**src/rtl/pl_fetch_unit.sv**
```systemverilog
// Instruction fetch stage: issues one-cycle-latency memory reads, buffers up to two
// responses while decode stalls, and flushes on execute-stage redirects.
module pl_fetch_unit #(
   parameter int PROG_CTR_WID = 10
) (
   input  logic                    clk,
   input  logic                    rst,
   input  logic                    stall,
   input  logic                    branch_taken_reg,
   input  logic [PROG_CTR_WID-1:0] branch_target,
   output logic                    imem_rd_en,
   output logic [PROG_CTR_WID-1:0] imem_addr,
   input  logic [15:0]             imem_rdata,
   output logic [15:0]             instr_out,
   output logic                    instr_valid,
   output logic [PROG_CTR_WID-1:0] instr_pc,
   output logic [1:0]              fsm_state
);

   localparam logic [1:0] RST_WAIT = 2'd0;
   localparam logic [1:0] RUN      = 2'd1;
   localparam logic [1:0] FLUSH    = 2'd2;
   localparam logic [PROG_CTR_WID-1:0] PC_ONE = PROG_CTR_WID'(1);

   logic [1:0]              state;
   logic [PROG_CTR_WID-1:0] pc;
   logic [15:0]             fifo_instr [2];
   logic [PROG_CTR_WID-1:0] fifo_addr  [2];
   logic [1:0]              fifo_count;
   logic                    inflight;
   logic [PROG_CTR_WID-1:0] inflight_addr;
   logic                    issue;
   logic                    capture;

   // Memory handshake: a request is imem_rd_en=1 with imem_addr in cycle N; there is
   // no backpressure, and imem_rdata carries its data throughout cycle N+1.
   // Issue only while the FIFO plus the in-flight slot can absorb one more response.
   assign issue = !rst && (state == RUN) && !branch_taken_reg &&
                  (({1'b0, fifo_count} + {2'b00, inflight}) <= 3'd1);
   assign capture    = inflight && !branch_taken_reg;
   assign imem_rd_en = issue;
   assign imem_addr  = issue ? pc : '0;
   assign fsm_state  = state;

   always_ff @(posedge clk) begin
      if (rst) begin
         state         <= RST_WAIT;
         pc            <= '0;
         fifo_count    <= 2'd0;
         inflight      <= 1'b0;
         inflight_addr <= '0;
         instr_out     <= 16'h0000;
         instr_valid   <= 1'b0;
         instr_pc      <= '0;
      end else if (branch_taken_reg) begin
         // Redirect wins over stall; clearing inflight drops the response now on the bus.
         state       <= FLUSH;
         pc          <= branch_target;
         fifo_count  <= 2'd0;
         inflight    <= 1'b0;
         instr_out   <= 16'h0000;
         instr_valid <= 1'b0;
         instr_pc    <= '0;
      end else begin
         if (state != RUN) state <= RUN;
         inflight <= issue;
         if (issue) begin
            pc            <= pc + PC_ONE;
            inflight_addr <= pc;
         end
         if (!stall) begin
            if (fifo_count != 2'd0) begin
               instr_out   <= fifo_instr[0];
               instr_pc    <= fifo_addr[0];
               instr_valid <= 1'b1;
               if (fifo_count == 2'd2) begin
                  fifo_instr[0] <= fifo_instr[1];
                  fifo_addr[0]  <= fifo_addr[1];
                  if (capture) begin
                     fifo_instr[1] <= imem_rdata;
                     fifo_addr[1]  <= inflight_addr;
                  end
               end else if (capture) begin
                  fifo_instr[0] <= imem_rdata;
                  fifo_addr[0]  <= inflight_addr;
               end
               if (!capture) fifo_count <= fifo_count - 2'd1;
            end else if (capture) begin
               instr_out   <= imem_rdata;
               instr_pc    <= inflight_addr;
               instr_valid <= 1'b1;
            end else begin
               instr_out   <= 16'h0000;
               instr_pc    <= '0;
               instr_valid <= 1'b0;
            end
         end else if (capture) begin
            if (fifo_count == 2'd0) begin
               fifo_instr[0] <= imem_rdata;
               fifo_addr[0]  <= inflight_addr;
            end else begin
               fifo_instr[1] <= imem_rdata;
               fifo_addr[1]  <= inflight_addr;
            end
            fifo_count <= fifo_count + 2'd1;
         end
      end
   end

endmodule

```
**config.mk**
```make
export PLATFORM = sky130hd
export DESIGN_NAME = pl_fetch_unit
export DESIGN_NICKNAME = d
export VERILOG_FILES = /design/src/rtl/pl_fetch_unit.sv
export SDC_FILE = /design/constraint.sdc
export NUM_CORES = 1
export LEC_CHECK = 0
export CORE_ASPECT_RATIO = 0.9
export CORE_MARGIN = 2
export CORE_UTILIZATION = 57
export DETAILED_ROUTE_END_ITERATION = 10
export PLACE_DENSITY = 0.82
export SLEW_MARGIN = 10
export SYNTH_ARGS = -nofsm -noshare
export SYNTH_HDL_FRONTEND = slang
export SYNTH_SLANG_ARGS = --single-unit
```
**constraint.sdc**
```tcl
create_clock -name clk -period 5.4 [get_ports clk]
set_clock_uncertainty 0.15 [all_clocks]
set_input_delay 1.35 -clock clk [delete_from_list [all_inputs] [get_ports clk]]
set_output_delay 1.35 -clock clk [all_outputs]
set_load 0.1 [all_outputs]
```
# After elaboration in Yosys (flattened, before gate mapping)
# Memory sizes are Yosys's and may differ from the RTL's.
# Index checks and enable logic that the tools add are counted.
# op_classes
add_sub_neg	4
magnitude_cmp	1
n_eq_ne	5
n_mux	51
bitwise_logic	7
reduce_logical	14
# ops
op	count
$mux W10	8
$mux W16	5
$mux W1	32
$mux W2	6
$add A10 B1 Y10 const B	1
$reduce_bool A2 Y1	4
$or A1 B1 Y1	6
$logic_and A1 B1 Y1	4
$ne A2 B1 Y1 const B	2
$add A2 B1 Y3	1
$le A3 B1 Y1 const B	1
$reduce_and A3 Y1	1
$add A2 B1 Y2 const B	1
$eq A2 B1 Y1 const B	1
$eq A2 B2 Y1 const B	1
$logic_not A1 Y1	2
$logic_not A2 Y1	1
$ne A2 B2 Y1 const B	1
$reduce_and A2 Y1	1
$reduce_or A2 Y1	1
$sub A2 B1 Y2 const B	1
$not A1 Y1	1
# word_totals
reg_bits	52
ramBits	52
out_inout_bits	40
word_cells	93
n_memories	2
# memory_table
name	words	width	rd	rd_clocked_by_memory_dff	wr	line	source
fifo_instr	2	16	2	0	2	27	logic [15:0] fifo_instr [2];
fifo_addr	2	10	2	0	2	28	logic [PROG_CTR_WID-1:0] fifo_addr [2];

# Logic depth before layout (Yosys ltp)
# Gate-level depths: netlist of the first run.
# logic_depth
ltp_word	11
depth_mapped	9
mapped_depth_nobuf	8

# Worst setup path before layout of the first run
# OpenSTA, ideal clock, no wires.
# synth_timing
kind	input to output
start	in branch_taken_reg
end	out imem_addr[0]
t_arrival_ns	3.390
path_slack_ns	0.510
cell_stages	6
cell_sequence	or4b_1 a21o_1 inv_1 buf_2 nand2_1 inv_1
# synth_via
elab_chain_cells	4
# synth_lines
item	line	source
from (decl)	9	input logic branch_taken_reg,
$logic_not A1 Y1	38	assign issue = !rst && (state == RUN) && !branch_taken_reg &&
$logic_and A1 B1 Y1 (2 in series)	38	
named net imem_rd_en	11	output logic imem_rd_en,
$mux W10	42	assign imem_addr = issue ? pc : '0;
to (decl)	12	output logic [PROG_CTR_WID-1:0] imem_addr,
# The timed path passes the listed nets, and every way through them passes these cells.

# Final worst setup path of the first run
# layout_timing
start	in branch_taken_reg
end	out imem_addr[8]
# layout_via
elab_chain_cells	4
# layout_lines
item	line
$logic_not A1 Y1	38
$logic_and A1 B1 Y1 (2 in series)	38
$mux W10	42
# Every way passes these cells.

==> results of run 1 <==
-- placed cells by master, fill, tap and decap left out, types with 3 or more instances in the layout --
master           count
a221oi_1            27
a21oi_1             12
clkdlybuf4s50_1     58
mux2_2              28
ha_1                 5
inv_1               20
edfxtp_1            52
o21ai_0              4
o311ai_0             3
nand3_1              6
o22ai_1              3
nand2_1             33
buf_4                8
a31oi_1              6
a22oi_1              3
nor2_2               3
buf_12              11
dfxtp_1             52
nor2_1              32
clkbuf_8             9
nand2b_1             5
or4_1                3
nor3_1              28
or2_2                3
-- per-layer routing --
metal / track usage, % / wire, um / vias to the layer above
met1: 31.96 / 3924 / 1588
li1: - / - / 1477
met5: 0 / 0 / -
met4: 6.851 / 138 / 0
met3: 5.448 / 528 / 16
met2: 42.42 / 4962 / 102
-- per-stage QoR --
| stage | instances | cell area (um2) | total power, mW |
|---|---|---|---|
| floorplan | 369 | 4213 | 0.9686 |
| global placement | 513 | 5086 | 1.023 |
| detailed placement | 513 | 5086 | 1.027 |
| CTS | 529 | 5313 | 1.555 |
| global route | 529 | 5313 | 1.599 |
| finish | 529 | 5313 | 1.549 |
-- logic make-up after synthesis --
group                    count (synthesis)  share of synthesized area [%]
AND/OR/NAND/NOR                        117                          12.62
multiplexers                            29                          7.722
buffers and inverters                   46                          4.455
flip-flops                             104                          61.78
AO/OA/AOI/OAI                           66                          11.52
adder cells (fa/ha/maj)                  5                          1.485
XOR/XNOR                                 2                         0.4159
-- critical path, delay by kind of cell --
kind	cells	cell delay (ns)
AOI/OAI and AO/OA	1	0.18
and+or+nand+nor	2	0.68
buffers and inverters	4	1.20
-- final cells by class --
cell class / instances / area (um2) / area share (%)
Timing Repair Buffer: 77 / 860.8 / 16.20
Multi-Input combinational cell: 219 / 1431 / 26.94
Clock inverter: 7 / 102.6 / 1.931
Inverter: 20 / 75.07 / 1.413
Tap cell: 93 / 116.4 / 2.190
Sequential cell: 104 / 2603 / 48.99
Clock buffer: 9 / 123.9 / 2.332
-- Yosys cell counts, drive strengths merged (3+ instances only) --
cell | number | area [um2]
o22ai | 3 | 18.77
ha | 5 | 62.56
dfxtp | 52 | 1041
or2 | 3 | 18.77
nor2 | 35 | 133.9
o21ai | 4 | 20.02
a22oi | 3 | 22.52
nor3 | 28 | 140.1
nand2b | 5 | 31.28
a21oi | 13 | 65.06
nand3 | 6 | 30.03
a221oi | 27 | 236.5
o311ai | 3 | 26.28
inv | 20 | 75.07
clkbuf | 18 | 67.56
edfxtp | 52 | 1562
nand2 | 33 | 123.9
mux2 | 28 | 315.3
a31oi | 6 | 37.54
buf | 8 | 45.04
or4 | 3 | 22.52
-- worst paths after layout --
check	from	endpoint	slack, ns	cells after the start
worst min-delay path	instr_out[0]$_SDFFE_PP0N_	instr_out[0]$_SDFFE_PP0N_	0.34	2
worst max-delay path	branch_taken_reg	imem_addr[8]	0.49	7
worst min register to register	instr_out[0]$_SDFFE_PP0N_	instr_out[0]$_SDFFE_PP0N_	0.34	2
worst max register to register	fifo_count[0]$_SDFFE_PP0P_	pc[9]$_SDFFE_PP0P_	2.38	8
-- report_power, final --
part	switching (mW)	internal (mW)	total (mW)	leakage, nW
clock	0.273	0.266	0.539	0.110
sequential	0.0124	0.836	0.848	0.853
combinational	0.107	0.0553	0.163	0.851
-- flip-flops by register name, indices dropped and copies added (netlist names) --
signal / cells
instr_valid: 1
pc: 10
fifo_instr: 32
fifo_addr: 20
fsm_state: 2
instr_out: 16
fifo_count: 2
instr_pc: 10
inflight_addr: 10
inflight: 1
==> impl_metrics.csv, run 1 <==
group,metric,value,unit
worst_setup_path,path_max_fanout,19,
clocking,hold_buffers,0,
final_layout,nets,466,
sta,fin_crit_sh,90.90,%
synth,ys_ff_latch,104,
pwr,power.leakage,1.815,nW
sta,hold_viol_final,0,
clocking,path_clk_slew,0.10,ns
route,vias_per_cell,6.017,
floorplan,dieWidth,94.62,um
sta,holdWs,0.3360,ns
place,hpwl,6169,um
worst_setup_path,slowest_stage,"or4b_1",
grt,grt_pass1_wl,15530,um
synth,synth_seq_area_share,61.78,%
sta,setup_tns,0,ns
final_layout,fin_util,74.70,%
floorplan,ios,70,
sta,slew_headroom,23.02,%
floorplan,dieArea,8096,um2
worst_setup_path,crit_required,3.90,ns
worst_setup_path,path_cells,"clkdlybuf4s50_1 > or4b_1 > a21o_1 > inv_1 > nand2_1 > inv_1 > buf_12",
route,drt_iter0_drc,295,
grt,grt_max_degree,35,
synth,syn_area_per_cell,11.42,um2
clocking,root_buffer,"clkbuf_8",
sta,worst_slew_pin_slew,1.153,ns
synth,yosysWarnings,0,
worst_setup_path,path_class,"in2out",
route,routed_wl,9554,um
synth,netlist_instances,369,
synth,synthArstFlopShare,0,%
clocking,h-tree-depth,3,
place,portBuffers,69,
grt,grt_pass1_vias,3205,
synth,synth_ff_type,"edfxtp_1",
grt,grtUsageTotal,24.77,%
clocking,post_cts_buffers,0,
synth,netlist-cell-type-count,35,
final_layout,num_antenna_cells,0,
worst_setup_path,critPathArrivalTime,3.41,ns
place,gp_congestion,0.8620,
final_layout,fillers,485,
synth,syn_nets,404,
worst_hold_path,hold_path_class,"reg2reg",
route,vias,3183,
route,dr.pass1.iters,5,
pwr,p_per_area,291.6,nW/um2
sta,finalSetupViolCount,0,
worst_setup_path,slowest_delay,0.51,ns
flow_run,maxCapViolCount,0,
sta,rsz0062_at_grt,"false",
final_layout,area_growth,26.11,%
floorplan,rows,29,
worst_setup_path,critPathMostFrequentCell,"inv_1",
floorplan,start_util,59.24,%
clocking,cts_buffer_depth,2,
route,drc_errors,0,
place,dp_slack,0.5049,ns
grt,antenna_found_initial,0,
clocking,cts_made_buffers,9,
route,wl_per_cell,18.06,um
worst_setup_path,start_kind,"primary input",
sta,maxSlewViolCount,0,
clocking,numClockSinks,104,
final_layout,drive_above_1_share,16.74,%
route,ant_nets,0,
grt,grt_overflow,0,
synth,synth_edf_count,52,
synth,syn_area,4213,um2
clocking,clk_latency,0.36,ns
worst_setup_path,crit_path_end_kind,"output port",
sta,worst_slack,0.4915,ns
clocking,cts_resized,0,
floorplan,die_h,85.56,um
pwr,ir_drop,210.6,uV
floorplan,design.core.area,7112,um2
clocking,cts_tree,"yes",
sta,min_period,4.908,ns
sta,clock.fmax,0.2037,GHz
run_status,outcome,"complete, no violations",
(Power assumes the default switching activity.)
==> inputs of run 2 (changes only) <==
- ABC_AREA: default -> 1
- PLACE_DENSITY: 0.82 -> 0.81
==> run 2 against run 1 <==
Design area up 2.7%. Register-to-register slack better by 0.58 ns. First-iteration DRC count down 19%. Worst setup slack better by 0.33 ns. Wire length down 1.6%. Hold slack worse by 0.010 ns. Count of clock-buffer cells in the layout up 2. Sequential share of layout area down 1.3 points.
==> impl_metrics.csv, run 2 <==
group,metric,value,unit
run_status,outcome,"complete, no violations",
floorplan,rows,30,
synth,synth_top_area_share,35.37,%
grt,grt_pass1_vias,3435,
worst_setup_path,path_class,"in2out",
sta,maxSlewViolCount,0,
route,ant_nets,0,
final_layout,drive_above_1_share,8.079,%
clocking,cts_tree,"yes",
final_layout,ff_latch_area,2603,um2
floorplan,ios,70,
floorplan,start_util,58.51,%
worst_setup_path,r2r-start,"fifo_count[0]$_SDFFE_PP0P_",
worst_setup_path,rrSetupSlack,2.96,ns
final_layout,num_antenna_cells,0,
clocking,cts_buffer_depth,2,
route,drt_iter0_drc,238,
final_layout,multiInputGateArea,1450,um2
route,wl_per_cell,14.40,um
clocking,hold_buffers,0,
pwr,ir_drop,168.5,uV
synth,synthTopCellsByCount,"o21ai_0, nand2_1, inv_1",
clocking,cts_made_buffers,9,
clocking,cts_resized,0,
place,hpwl,6341,um
worst_setup_path,path_max_fanout,17,
route,vias_per_cell,5.473,
sta,clock.fmax,0.2184,GHz
worst_setup_path,start_kind,"primary input",
grt,antenna_found_initial,0,
synth,synthArstFlopShare,0,%
final_layout,largest_register_ffs,32,
final_layout,reg_top3,"fifo_instr x32, fifo_addr x20, instr_out x16",
pwr,p_per_area,264.5,nW/um2
sta,finalSetupViolCount,0,
worst_setup_path,crit_path_end,"imem_addr[5]",
worst_hold_path,hold_path_class,"reg2reg",
worst_setup_path,crit_required,3.90,ns
final_layout,fin_util,72.34,%
sta,fin_crit_sh,84.81,%
synth,syn_area,4414,um2
final_layout,area_growth,23.64,%
synth,synth_largest_area_cell,"edfxtp_1",
synth,ys_ff_latch,104,
route,drc_errors,0,
synth,synth_area_leaders,"edfxtp_1, dfxtp_1, o21ai_0, nand2_1, a21oi_1",
floorplan,design.core.area,7545,um2
clocking,h-tree-depth,3,
grt,grtUsageTotal,23.38,%
final_layout,design_area,5458,um2
synth,synth_edf_count,52,
final_layout,fillers,540,
route,dr.pass1.iters,5,
synth,netlist-cell-type-count,31,
synth,synth_ff_type,"edfxtp_1",
place,place_area,5275,um2
worst_setup_path,rr_worst_depth,6,
synth,netlist_instances,492,
synth,yosysMostFrequentCell,"o21ai_0",
worst_setup_path,crit_path_end_kind,"output port",
worst_setup_path,cp-startpoint,"branch_taken_reg",
place,gp_congestion,0.8173,
final_layout,regMostFlops,"fifo_instr",
clocking,path_clk_slew,0.09,ns
synth,synth_seq_area_share,58.96,%
worst_setup_path,r2r_end,"fifo_instr[0][17]$_DFFE_PP_",
floorplan,die_h,87.49,um
clocking,post_cts_buffers,0,
synth,syn_nets,527,
sta,worst_slew_pin_slew,0.9755,ns
sta,min_period,4.580,ns
route,vias,3574,
sta,setup_tns,0,ns
clocking,clk_latency,0.37,ns
synth,yosysWarnings,0,
grt,grt_pass1_wl,15790,um
grt,grt_max_degree,56,
place,portBuffers,69,
sta,slew_headroom,34.76,%
grt,grt_overflow,0,
floorplan,dieArea,8465,um2
flow_run,maxCapViolCount,0,
sta,hold_viol_final,0,
synth,syn_area_per_cell,8.972,um2
final_layout,mostFrequentLayoutCell,"o21ai_0",
worst_setup_path,critPathArrivalTime,3.08,ns
clocking,numClockSinks,104,
final_layout,nets,587,
pwr,power.leakage,2.126,nW
floorplan,dieWidth,96.76,um
final_layout,layout_common_cells,"o21ai_0, nand2_1, inv_1, clkdlybuf4s50_1",
clocking,root_buffer,"clkbuf_8",
sta,rsz0062_at_grt,"false",
route,routed_wl,9402,um
-- run 2: changes by cell type after synthesis, moves of 26 or more --
cell / delta
mux2_2: -27
a221oi_1: -27
inv_1: +42
a21oi_1: +34
o21ai_0: +104
nor3_1: -26
nand2_1: +51
-- run 2: through the flow --
| stage | setup WS, ns | power, mW | hold slack (ns) | instances |
|---|---|---|---|---|
| 5_1_grt | 0.6923 | 1.495 | 0.3398 | 653 |
| 3_5_place_dp | 0.8500 | 1.012 | 0.2991 | 637 |
| 3_3_place_gp | 0.8964 | 1.009 | 0.2945 | 637 |
| 2_1_floorplan | 1.020 | 0.9588 | 0.2805 | 492 |
| 6_report | 0.8203 | 1.443 | 0.3257 | 653 |
| 4_1_cts | 0.8217 | 1.454 | 0.3238 | 653 |
-- run 2: logic make-up after synthesis --
family	count (synthesis)	synth area share [%]
DFF	104	58.96
and+or+nand+nor	125	11.90
xor gates and xnor gates	2	0.3969
buffers and inverters	93	8.418
adders and majority gates	5	1.417
AOI/OAI and AO/OA	162	18.65
muxes	1	0.2551
-- run 2: per-layer routing --
layer  global-route usage (%)  up-vias  share of wire, %
li1                         -     1767                 -
met1                    29.61     1653                43
met2                    38.95      134                48
met3                    6.902       20               7.0
met4                    7.939        0               1.6
met5                        0        -                 0
-- run 2: worst min-delay path by stage --
stage,start,endpoint,slack (ns),depth (start not counted)
final,inflight_addr[4]$_SDFFE_PP0P_,fifo_addr[0][14]$_DFFE_PP_,0.33,0
after global routing,inflight_addr[4]$_SDFFE_PP0P_,fifo_addr[0][14]$_DFFE_PP_,0.34,0
after CTS,inflight_addr[4]$_SDFFE_PP0P_,fifo_addr[0][14]$_DFFE_PP_,0.32,0
after detailed placement,inflight_addr[4]$_SDFFE_PP0P_,fifo_addr[0][14]$_DFFE_PP_,0.30,0
after global placement,inflight_addr[7]$_SDFFE_PP0P_,fifo_addr[0][17]$_DFFE_PP_,0.29,0
after floorplan,inflight_addr[0]$_SDFFE_PP0P_,fifo_addr[0][10]$_DFFE_PP_,0.28,0
-- run 2: area by class of cell --
| class | count | share of cell area (%) |
|---|---|---|
| flip-flops and latches | 104 | 47.68 |
| multi-input cells | 295 | 26.57 |
| repair buffers | 76 | 15.64 |
| inverters | 66 | 4.562 |
| clock buffers | 11 | 2.774 |
| well taps | 96 | 2.201 |
| clock inverters | 5 | 0.5731 |
-- run 2: where the power goes --
part           switching, mW  leakage, nW  internal, mW
logic                  0.101         1.12        0.0474
registers             0.0111        0.913         0.835
clock network          0.258       0.0951         0.191
total                  0.370         2.13          1.07
-- run 2: critical path, cell delays in order --
cell and delay, ns:
clkdlybuf4s50_1 0.67, nor2_4 0.23, inv_2 0.04, nor2_2 0.09, nand2_2 0.08, clkinv_2 0.20
nand2_1 0.13, inv_1 0.11, buf_12 0.18
